==> src/rtl/pe_net_iface.sv <==
`default_nettype none
// +--------------------------------------------------------------------------+
// | pe_net_iface : PE-side endpoint of a bufferless XY mesh switch port.     |
// |   RX: address check + FWFT payload FIFO; TX: result fan-out to a list.   |
// | Revision: 1.0                                                            |
// +--------------------------------------------------------------------------+
module pe_net_iface #(
  parameter int X_COORD     = 1,
  parameter int Y_COORD     = 2,
  parameter int X_SIZE      = 2,
  parameter int Y_SIZE      = 2,
  parameter int DATA_WIDTH  = 8,
  parameter int TOTAL_WIDTH = 2*X_SIZE + 2*Y_SIZE + DATA_WIDTH,
  parameter int NUM_DEST    = 4,
  parameter logic [NUM_DEST*(X_SIZE+Y_SIZE)-1:0] DEST_LIST = '0,
  parameter int FIFO_DEPTH  = 4
) (
  input  logic                     clk,
  input  logic                     rstn,
  input  logic                     i_valid_net,
  input  logic [TOTAL_WIDTH-1:0]   i_data_net,
  output logic                     o_ready_net,
  output logic                     o_valid_net,
  output logic [TOTAL_WIDTH-1:0]   o_data_net,
  input  logic                     i_ready_net,
  output logic                     o_valid_nrn,
  output logic [DATA_WIDTH-1:0]    o_data_nrn,
  output logic [X_SIZE+Y_SIZE-1:0] o_src_nrn,
  input  logic                     i_ready_nrn,
  input  logic                     i_valid_nrn,
  input  logic [DATA_WIDTH-1:0]    i_data_nrn,
  output logic                     o_ready_nrn,
  output logic                     o_busy,
  output logic [7:0]               o_drop_cnt
);

  localparam int c_coord_w = X_SIZE + Y_SIZE;
  localparam int c_ptr_w   = $clog2(FIFO_DEPTH);
  localparam int c_cnt_w   = c_ptr_w + 1;
  localparam int c_idx_w   = (NUM_DEST > 1) ? $clog2(NUM_DEST) : 1;
  localparam int c_entry_w = c_coord_w + DATA_WIDTH;

  localparam logic [c_coord_w-1:0] c_own  = {X_SIZE'(X_COORD), Y_SIZE'(Y_COORD)};
  localparam logic [c_cnt_w-1:0]   c_full = c_cnt_w'(FIFO_DEPTH);
  localparam logic [c_idx_w-1:0]   c_last = c_idx_w'(NUM_DEST - 1);

  // ---------------- receive path ----------------
  logic [c_coord_w-1:0]  w_rx_dst;
  logic [c_coord_w-1:0]  w_rx_src;
  logic [DATA_WIDTH-1:0] w_rx_data;
  logic                  w_rx_fire;
  logic                  w_rx_match;
  logic                  w_push;
  logic                  w_pop;

  logic [c_entry_w-1:0] r_mem [FIFO_DEPTH];
  logic [c_ptr_w-1:0]   r_wr_ptr;
  logic [c_ptr_w-1:0]   r_rd_ptr;
  logic [c_cnt_w-1:0]   r_count;
  logic [7:0]           r_drop_cnt;

  assign w_rx_dst   = i_data_net[c_coord_w-1:0];
  assign w_rx_src   = i_data_net[2*c_coord_w-1:c_coord_w];
  assign w_rx_data  = i_data_net[TOTAL_WIDTH-1 -: DATA_WIDTH];
  assign w_rx_fire  = i_valid_net & o_ready_net;
  assign w_rx_match = (w_rx_dst == c_own);
  assign w_push     = w_rx_fire & w_rx_match;
  assign w_pop      = o_valid_nrn & i_ready_nrn;

  assign o_ready_net = (r_count != c_full);
  assign o_valid_nrn = (r_count != '0);
  assign {o_src_nrn, o_data_nrn} = r_mem[r_rd_ptr];
  assign o_drop_cnt  = r_drop_cnt;

  // Storage needs no reset: reads are gated by the count.
  always_ff @(posedge clk) begin
    if (w_push) r_mem[r_wr_ptr] <= {w_rx_src, w_rx_data};
  end

  always_ff @(posedge clk or negedge rstn) begin
    if (!rstn) begin
      r_wr_ptr   <= '0;
      r_rd_ptr   <= '0;
      r_count    <= '0;
      r_drop_cnt <= '0;
    end else begin
      if (w_push) r_wr_ptr <= r_wr_ptr + c_ptr_w'(1);
      if (w_pop)  r_rd_ptr <= r_rd_ptr + c_ptr_w'(1);
      case ({w_push, w_pop})
        2'b10:   r_count <= r_count + c_cnt_w'(1);
        2'b01:   r_count <= r_count - c_cnt_w'(1);
        default: r_count <= r_count;
      endcase
      if (w_rx_fire && !w_rx_match && (r_drop_cnt != 8'hFF))
        r_drop_cnt <= r_drop_cnt + 8'd1;
    end
  end

  // ---------------- transmit path ----------------
  typedef enum logic [0:0] {
    S_IDLE = 1'b0,
    S_SEND = 1'b1
  } tx_state_t;

  tx_state_t               r_state, w_state_nxt;
  logic [c_idx_w-1:0]      r_idx, w_idx_nxt;
  logic [DATA_WIDTH-1:0]   r_payload, w_payload_nxt;
  logic [TOTAL_WIDTH-1:0]  r_flit, w_flit_nxt;

  function automatic logic [c_coord_w-1:0] f_dest(input logic [c_idx_w-1:0] idx);
    return DEST_LIST[idx*c_coord_w +: c_coord_w];
  endfunction

  assign o_data_net = r_flit;

  always_ff @(posedge clk or negedge rstn) begin
    if (!rstn) begin
      r_state   <= S_IDLE;
      r_idx     <= '0;
      r_payload <= '0;
      r_flit    <= '0;
    end else begin
      r_state   <= w_state_nxt;
      r_idx     <= w_idx_nxt;
      r_payload <= w_payload_nxt;
      r_flit    <= w_flit_nxt;
    end
  end

  // Flit register is loaded one step ahead so o_valid_net/o_data_net are
  // purely registered; i_ready_net only steers the next-state choice.
  always_comb begin
    w_state_nxt   = r_state;
    w_idx_nxt     = r_idx;
    w_payload_nxt = r_payload;
    w_flit_nxt    = r_flit;
    o_ready_nrn   = 1'b0;
    o_valid_net   = 1'b0;
    o_busy        = 1'b0;
    case (r_state)
      S_IDLE: begin
        o_ready_nrn = 1'b1;
        if (i_valid_nrn) begin
          w_payload_nxt = i_data_nrn;
          w_idx_nxt     = '0;
          w_flit_nxt    = {i_data_nrn, c_own, f_dest('0)};
          w_state_nxt   = S_SEND;
        end
      end
      S_SEND: begin
        o_valid_net = 1'b1;
        o_busy      = 1'b1;
        if (i_ready_net) begin
          if (r_idx == c_last) begin
            w_state_nxt = S_IDLE;
          end else begin
            w_idx_nxt  = r_idx + c_idx_w'(1);
            w_flit_nxt = {r_payload, c_own, f_dest(r_idx + c_idx_w'(1))};
          end
        end
      end
      default: w_state_nxt = S_IDLE;
    endcase
  end

endmodule
`default_nettype wire

==> config.mk <==
export PLATFORM = sky130hd
export DESIGN_NAME = pe_net_iface
export DESIGN_NICKNAME = d
export VERILOG_FILES = /design/src/rtl/pe_net_iface.sv
export SDC_FILE = /design/constraint.sdc
export NUM_CORES = 1
export LEC_CHECK = 0
export CAP_MARGIN = 20
export CELL_PAD_IN_SITES_DETAIL_PLACEMENT = 2
export CELL_PAD_IN_SITES_GLOBAL_PLACEMENT = 2
export CORE_ASPECT_RATIO = 1.4
export CORE_MARGIN = 5
export CORE_UTILIZATION = 25
export CTS_BUF_LIST = sky130_fd_sc_hd__clkbuf_4
export DETAILED_ROUTE_END_ITERATION = 6
export MAX_ROUTING_LAYER = met4
export PLACE_DENSITY = 0.6
export SYNTH_ARGS = -nofsm -noshare
export SYNTH_HDL_FRONTEND = slang
export SYNTH_SLANG_ARGS = --single-unit
==> constraint.sdc <==
create_clock -name clk -period 5.8 [get_ports clk]
set_input_delay 1.16 -clock clk [delete_from_list [all_inputs] [get_ports clk]]
set_output_delay 1.16 -clock clk [all_outputs]
set_load 0.02 [all_outputs]
# After elaboration in Yosys (flattened, before gate mapping)
# Memory sizes are Yosys's and may differ from the RTL's.
# Index checks and enable logic that the tools add are counted.
[totals]
register_bits = 42
latchBits = 0
ramBits = 48
mem_bits_ro = 0
input_bits = 30
output_inout_bits = 41
elab_cells = 53
mem_count = 1
[classes]
add_sub_neg = 6
multipliers = 0
n_div = 0
n_lt_le_gt_ge = 0
eq_ne = 9
shift = 1
muxes = 17
bitwise_logic = 4
reduce_logical = 7
[memory_table]
columns = ["memory", "depth", "word_bits", "rd", "rd_ports_with_merged_regs", "wr", "line_no", "rtl"]
rows = [
  ["r_mem", 4, 12, 1, 0, 1, "56", "logic [c_entry_w-1:0] r_mem [FIFO_DEPTH];"],
]
[ops]
columns = ["operator", "n"]
rows = [
  ["$mux W16", 3],
  ["$pmux W16 S2", 1],
  ["$shiftx A16 B5 Y4 const A", 1],
  ["$add A8 B1 Y8 const B", 1],
  ["$ne A8 B8 Y1 const B", 1],
  ["$mux W1", 7],
  ["$add A2 B1 Y2 const B", 3],
  ["$mux W2", 3],
  ["$ne A2 B2 Y1 const B", 3],
  ["$pmux W3 S2", 1],
  ["$eq A2 B2 Y1 const B", 2],
  ["$eq A4 B3 Y1 const B", 1],
  ["$pmux W2 S2", 1],
  ["$add A3 B1 Y3 const B", 1],
  ["$and A1 B1 Y1", 3],
  ["$ne A3 B3 Y1 const B", 1],
  ["$reduce_and A3 Y1", 1],
  ["$reduce_bool A3 Y1", 1],
  ["$sub A3 B1 Y3 const B", 1],
  ["$eq A2 B1 Y1 const B", 1],
  ["$logic_and A1 B1 Y1", 2],
  ["$pmux W1 S2", 1],
  ["$reduce_and A2 Y1", 1],
  ["$reduce_bool A2 Y1", 1],
  ["2 further kinds", 2],
]

# Logic depth before layout (Yosys ltp)
# Gate-level depths: netlist of the first run.
[logic_depth]
depth_word = 5
ltp_mapped = 10
depth_no_buf = 9

# Least setup slack after synthesis of the first run
# OpenSTA, ideal clock, no wires.
[synth_path]
path_type = "input -> register"
start = "in i_data_net[0]"
end = "reg r_count[1]"
setup_ns = 0.083
t_arrival_ns = 2.621
t_required_ns = 5.717
path_slack_ns = 3.096
cell_stages = 8
n_path_buf = 1
path_cell_list = "nor4bb_1 and3_1 buf_2 inv_1 ha_1 inv_1 fa_1 o21ai_0"
[synth_between]
elab_chain_len = 4
word_cells_on_any_way = 6
cone_classes = "eq/ne (3); mux (1); bitwise (1); reduce/logical (1)"
[synth_lines]
columns = ["item", "line_no", "rtl"]
rows = [
  ["start: declaration", "21", "input logic [TOTAL_WIDTH-1:0] i_data_net,"],
  ["$eq A4 B3 Y1 (*)", "66", "assign w_rx_match = (w_rx_dst == c_own);"],
  ["$and A1 B1 Y1 (*)", "67", "assign w_push = w_rx_fire & w_rx_match;"],
  ["$eq A2 B1 Y1 / $eq A2 B2 Y1 (equally long branches)", "89", "case ({w_push, w_pop})"],
  ["$pmux W3 S2 / $reduce_bool A2 Y1 (equally long branches)", "--", ""],
  ["end signal: assignment", "90", "2'b10: r_count <= r_count + c_cnt_w'(1);"],
  ["end signal: assignment", "91", "2'b01: r_count <= r_count - c_cnt_w'(1);"],
  ["end signal: assignment", "92", "default: r_count <= r_count;"],
  ["end: declaration", "59", "logic [c_cnt_w-1:0] r_count;"],
]
# Every way passes the cells marked *; elsewhere a longest branch is shown, timed or not.
# A chain may end at the register's enable or synchronous reset.

# Worst setup path in the final report of the first run
[layout_path]
start = "reg r_rd_ptr[0]"
end = "out o_src_nrn[1]"
[layout_between]
elab_chain_len = 1
[layout_lines]
columns = ["item", "line_no", "rtl"]
rows = [
  ["start: declaration", "58", "logic [c_ptr_w-1:0] r_rd_ptr;"],
  ["start signal: assignment", "88", "if (w_pop) r_rd_ptr <= r_rd_ptr + c_ptr_w'(1);"],
  ["$mem_v2 Z4 W12", "--", ""],
  ["end: declaration", "28", "output logic [X_SIZE+Y_SIZE-1:0] o_src_nrn,"],
]
# No other way between the ends.

==> flow_metrics.env, run 1 <==
export IMPL_wl_um=7970
export IMPL_die_y_um=151
export IMPL_clk_pin_slew_ns=0.14
export IMPL_required_ns=4.64
export IMPL_ff2ff_path_depth=9
export IMPL_synth_mux_area_share_pct=14.9
export IMPL_ant_nets=0
export IMPL_grt_pass1_vias=2328
export IMPL_clock_latency_ns=0.42
export IMPL_holdPathStages=2
export IMPL_cts_tree="yes"
export IMPL_pre_cts_slack_ns=2.36
export IMPL_grt_pass1_wl_um=12700
export IMPL_synth_seq_cells=83
export IMPL_io_pins=71
export IMPL_synthTopCellsByArea="edfxtp_1 (41%), dfrtp_1 (25%), mux4_2 (7.7%), mux2i_1 (2.6%), mux2_2 (2.6%)"
export IMPL_first_pass_iters=4
export IMPL_yosysTopAreaCell="edfxtp_1"
export IMPL_slew_headroom_pct=41.7
export IMPL_dp_hpwl_um=5680
export IMPL_grt_overflow_total=0
export IMPL_coreArea_sq_um=13900
export IMPL_hold_buffers=0
export IMPL_start_util_pct=25.4
export IMPL_use_met3_pct=2.57
export IMPL_syn_instance_count=221
export IMPL_clock_sinks=83
export IMPL_first_iter_violations=20
export IMPL_tns_ns=0
export IMPL_grt_use_total_pct=10.3
export IMPL_critical_path_endpoint_type="primary output"
export IMPL_synth_xor_area_share_pct=2.48
export IMPL_cts_root_buf="clkbuf_4"
export IMPL_cp_start_kind="flip-flop"
export IMPL_yosys_area_share_simple_pct=7.76
export IMPL_synth_edff_count=48
export IMPL_worstMarginPinSlew_ns=0.874
export IMPL_final_setup_worst_slack_ns=2.11
export IMPL_worstPathArrival_ns=2.53
export IMPL_met2_usage_pct=17.9
export IMPL_area_growth_pct=25.8
export IMPL_dpl_cell_area_sq_um=4320
export IMPL_synth_compound_area_share_pct=2.23
export IMPL_maxCapViolCount=0
export IMPL_drcViolationCount=0
export IMPL_status="complete, no violations"
export IMPL_fin_crit_ns=3.69
export IMPL_cellLeakagePower_nw=1.67
export IMPL_fmax_ghz=0.271
export IMPL_postCtsSetupBuffers=0
export IMPL_synthAdderAreaFrac_pct=3.05
export IMPL_antenna_found_initial=1
export IMPL_syn_cell_area_sq_um=3530
export IMPL_pwr_share_clk_pct=15.6
export IMPL_peakVddDrop_mv=0.152
export IMPL_intPower_mw=1.27
export IMPL_ys_warn_count=0
export IMPL_chipWidth_um=110
export IMPL_finClkSkew_ns=0.0221
export IMPL_cts_made_buffers=9
export IMPL_power_share_sequential_pct=44.8
export IMPL_routedWlPerCell_um=16.7
export IMPL_clockBufferDepth=2
export IMPL_finalHoldViolCount=0
export IMPL_path_class="flip-flop to primary output"
export IMPL_ys_seq_area_share_pct=65.7
export IMPL_port_buffers=64
export IMPL_synth_main_ff_cell="edfxtp_1"
export IMPL_layout_nets=324
export IMPL_yosysUniqueCellTypes=35
export IMPL_grt_use_met1_pct=11.5
export IMPL_routed_via_density=4.17
export IMPL_finalSetupViolCount=0
export IMPL_drv_slew=0
export IMPL_utilization_pct=31.9
export IMPL_grt_max_degree=36
export IMPL_vias=1988
export IMPL_min_period_over_period_pct=63.6
export IMPL_drive_above_1_share_pct=17.9
export IMPL_synth_top_area_share_pct=40.8
export IMPL_swShare_pct=36.6
export IMPL_cts_resized=0
export IMPL_combPwrFrac_pct=39.7
export IMPL_synth_avg_cell_area_sq_um=16.0
export IMPL_p_per_area_nw_per_um2=452
export IMPL_fin_area_sq_um=4440
export IMPL_busiest_layer="met2"
export IMPL_place_congestion=0.691
export IMPL_htreeDepth=3
export IMPL_cp_max_fo=14
export IMPL_hold_class="flip-flop to flip-flop"
export IMPL_power_mw=2.01
export IMPL_rsz0062_at_grt="no"
export IMPL_netSwitchingPower_mw=0.734
export IMPL_core_rowCount=51
export IMPL_dieArea_sq_um=16600
export IMPL_synth_top_family_by_area="multiplexers"
export IMPL_async_reset_ff_share_pct=42.2
## cells in the final DEF, fill, tap and decap left out, types with 5 or more instances in the layout
cell type and n:
nand2_1 16, inv_1 10, ha_1 7, clkbuf_4 10
conb_1 6, mux2_4 5, edfxtp_1 48, mux2_2 8
xor2_1 6, dfrtp_1 35, clkdlybuf4s50_1 63, o21ai_0 11
mux4_2 12, mux2i_1 9
## power by group through the flow
| stage | logic (mW) | registers, mW | clock network, mW |
|---|---|---|---|
| 6_report | 0.796 | 0.898 | 0.312 |
| 5_1_grt | 0.865 | 0.926 | 0.362 |
| 4_1_cts | 0.819 | 0.907 | 0.337 |
| 3_5_place_dp | 0.817 | 0.919 | 0 |
| 3_3_place_gp | 0.790 | 0.914 | 0 |
| 2_1_floorplan | 0.491 | 0.899 | 0 |
## synthesized netlist by cell type (2+ instances only)
library cell / n
xor2_1: 6
buf_2: 6
and2_1: 4
mux4_2: 12
inv_1: 10
ha_1: 7
mux2_4: 5
xnor2_1: 4
nand3_1: 3
nand2b_1: 4
mux2_2: 8
buf_4: 9
nor3_2: 2
o21ai_1: 2
edfxtp_1: 48
nor2_1: 3
nor2_2: 2
mux2i_1: 9
dfrtp_1: 35
o21ai_0: 11
nand2_1: 16
nand4_1: 2
## metal layers
metal	vias to the layer above	wire length [um]	part of all wire (%)
met3	9	257	3.2
met4	0	128	1.6
met2	48	4240	53
li1	919	-	-
met5	-	0	0
met1	1012	3340	42
## critical path, stage by stage, from the launching register on
cell and delay, ns:
dfrtp_1 0.94, mux4_2 0.62, clkdlybuf4s50_1 0.56
## cell families (layout without fill, tap and decap cells)
logic type | Yosys count | count (layout)
other | 1 | 7
buffers and inverters | 25 | 90
XOR/XNOR | 10 | 10
flip-flops | 83 | 83
AND/OR/NAND/NOR | 45 | 45
AO/OA/AOI/OAI | 15 | 15
multiplexers | 34 | 34
adder cells (fa/ha/maj) | 8 | 8
## cell type report
cell class                 instances  area, sq um
fill                            1508         9470
sequential                        83         2320
multi-input combinational        118         1100
timing repair buffer              64          636
tap                              185          231
clock buffer                      10         75.1
clock inverter                     6         45.0
inverter                          10         37.5
antenna                            1         2.50
## final timing paths
| path | end | slack, ns | startpoint |
|---|---|---|---|
| max | o_src_nrn[1] | 2.11 | r_rd_ptr[0] |
| min | o_data_net[15] | 0.50 | o_data_net[15] |
| max reg2reg | r_count[2] | 3.45 | r_count[0] |
| min reg2reg | o_data_net[15] | 0.50 | o_data_net[15] |
| max in group asynchronous | r_count[2] | 4.44 | rstn |
| min in group asynchronous | r_payload[7] | 0.82 | rstn |
## through the flow
stage,hold WS (ns),cells
final,0.500,477
after global routing,0.519,477
after CTS,0.508,476
after detailed placement,0.473,460
after global placement,0.466,460
after floorplan,0.449,226
## state kept, by name, summed over array words and instances (netlist names)
name        flops
r_mem          48
o_data_net      9
o_drop_cnt      8
r_payload       8
r_count         3
r_idx           2
r_rd_ptr        2
r_wr_ptr        2
r_state         1
(Power assumes the default switching activity.)
==> run 2: changes to the inputs <==
- clock period: 5.8 -> 3.65 ns (I/O delays scaled with it)
==> flow_metrics.env, run 2 (synthesis results as in run 1) <==
export IMPL_dp_hpwl_um=5480
export IMPL_cellLeakagePower_nw=1.67
export IMPL_antenna_found_initial=1
export IMPL_start_util_pct=25.4
export IMPL_dieArea_sq_um=16600
export IMPL_tns_ns=0
export IMPL_fin_crit_ns=2.97
export IMPL_first_iter_violations=21
export IMPL_clk_pin_slew_ns=0.14
export IMPL_ant_nets=0
export IMPL_area_growth_pct=26.0
export IMPL_final_common_cell="clkdlybuf4s50_1"
export IMPL_ff2ff_path_depth=9
export IMPL_fill_cells=1509
export IMPL_slew_headroom_pct=43.9
export IMPL_critical_path_endpoint_type="primary output"
export IMPL_hold_buffers=0
export IMPL_drive_above_1_share_pct=18.2
export IMPL_chipWidth_um=110
export IMPL_routed_via_density=4.19
export IMPL_clockBufferDepth=2
export IMPL_rsz0062_at_grt="no"
export IMPL_clock_latency_ns=0.42
export IMPL_regMostFlops="r_mem"
export IMPL_postCtsSetupBuffers=0
export IMPL_min_period_over_period_pct=81.4
export IMPL_drv_slew=0
export IMPL_port_buffers=64
export IMPL_largest_reg_flops=48
export IMPL_finalSetupViolCount=0
export IMPL_io_pins=71
export IMPL_cts_tree="yes"
export IMPL_worstMarginPinSlew_ns=0.842
export IMPL_htreeDepth=3
export IMPL_required_ns=2.92
export IMPL_first_pass_iters=4
export IMPL_grt_pass1_wl_um=12500
export IMPL_die_y_um=151
export IMPL_cts_root_buf="clkbuf_4"
export IMPL_core_rowCount=51
export IMPL_routedWlPerCell_um=16.1
export IMPL_layout_nets=325
export IMPL_finClkSkew_ns=0.0117
export IMPL_final_setup_worst_slack_ns=0.680
export IMPL_grt_overflow_total=0
export IMPL_status="complete, no violations"
export IMPL_coreArea_sq_um=13900
export IMPL_peakVddDrop_mv=0.262
export IMPL_wl_um=7700
export IMPL_grt_pass1_vias=2374
export IMPL_fmax_ghz=0.337
export IMPL_place_congestion=0.680
export IMPL_fin_area_sq_um=4450
export IMPL_dpl_cell_area_sq_um=4330
export IMPL_cts_resized=0
export IMPL_grt_use_total_pct=10.0
export IMPL_maxCapViolCount=0
export IMPL_clock_sinks=83
export IMPL_grt_max_degree=36
export IMPL_vias=2004
export IMPL_finalHoldViolCount=0
export IMPL_cp_start_kind="flip-flop"
export IMPL_drcViolationCount=0
export IMPL_pre_cts_slack_ns=0.579
export IMPL_cts_made_buffers=9
export IMPL_p_per_area_nw_per_um2=716
export IMPL_mostFrequentLayoutCells="clkdlybuf4s50_1 (63), edfxtp_1 (48), dfrtp_1 (35)"
export IMPL_path_class="flip-flop to primary output"
export IMPL_worstPathArrival_ns=2.24
export IMPL_cp_max_fo=12
export IMPL_hold_class="input port to asynchronous set/reset pin"
## run 2: cell type report
type / count / area (sq um) / area share, %
Antenna cell: 1 / 2.50 / 0.0563
Clock buffer: 9 / 67.6 / 1.52
Clock inverter: 7 / 51.3 / 1.15
Inverter: 10 / 37.5 / 0.844
Multi-Input combinational cell: 118 / 1100 / 24.6
Sequential cell: 83 / 2320 / 52.1
Tap cell: 185 / 231 / 5.21
Timing Repair Buffer: 65 / 643 / 14.5
## run 2: critical path, stage by stage (launching register included)
cell             delay, ns
dfrtp_1               0.42
buf_4                 0.30
mux4_2                0.54
clkdlybuf4s50_1       0.56
## run 2: final timing paths
check,from,to,slack (ns)
max in group asynchronous,rstn,r_rd_ptr[1],2.72
min in group clk,o_data_net[15],o_data_net[15],0.50
setup reg to reg,r_count[0],r_count[2],1.29
hold reg to reg,o_data_net[15],o_data_net[15],0.50
setup / recovery,r_rd_ptr[0],o_data_nrn[1],0.68
hold / removal,rstn,r_payload[1],0.39
## run 2: through the flow
step	hold WS [ns]	std cells	util, %	power (mW)
2_1_floorplan	0.434	226	-	2.21
3_3_place_gp	0.468	461	31.1	2.72
3_5_place_dp	0.473	461	31.1	2.77
4_1_cts	0.380	477	31.9	3.28
5_1_grt	0.421	478	32.0	3.42
6_report	0.392	478	32.0	3.19
## run 2: per-layer routing
layer	share of wire, %	GRT usage (%)
met5	0	-
met3	3.2	2.21
met1	41	10.8
met4	2.2	4.81
met2	54	17.6
## run 2: where the power goes
group	internal, mW	switching [mW]
Combinational	0.688	0.618
Sequential	1.18	0.207
Clock	0.145	0.344
Total	2.02	1.17
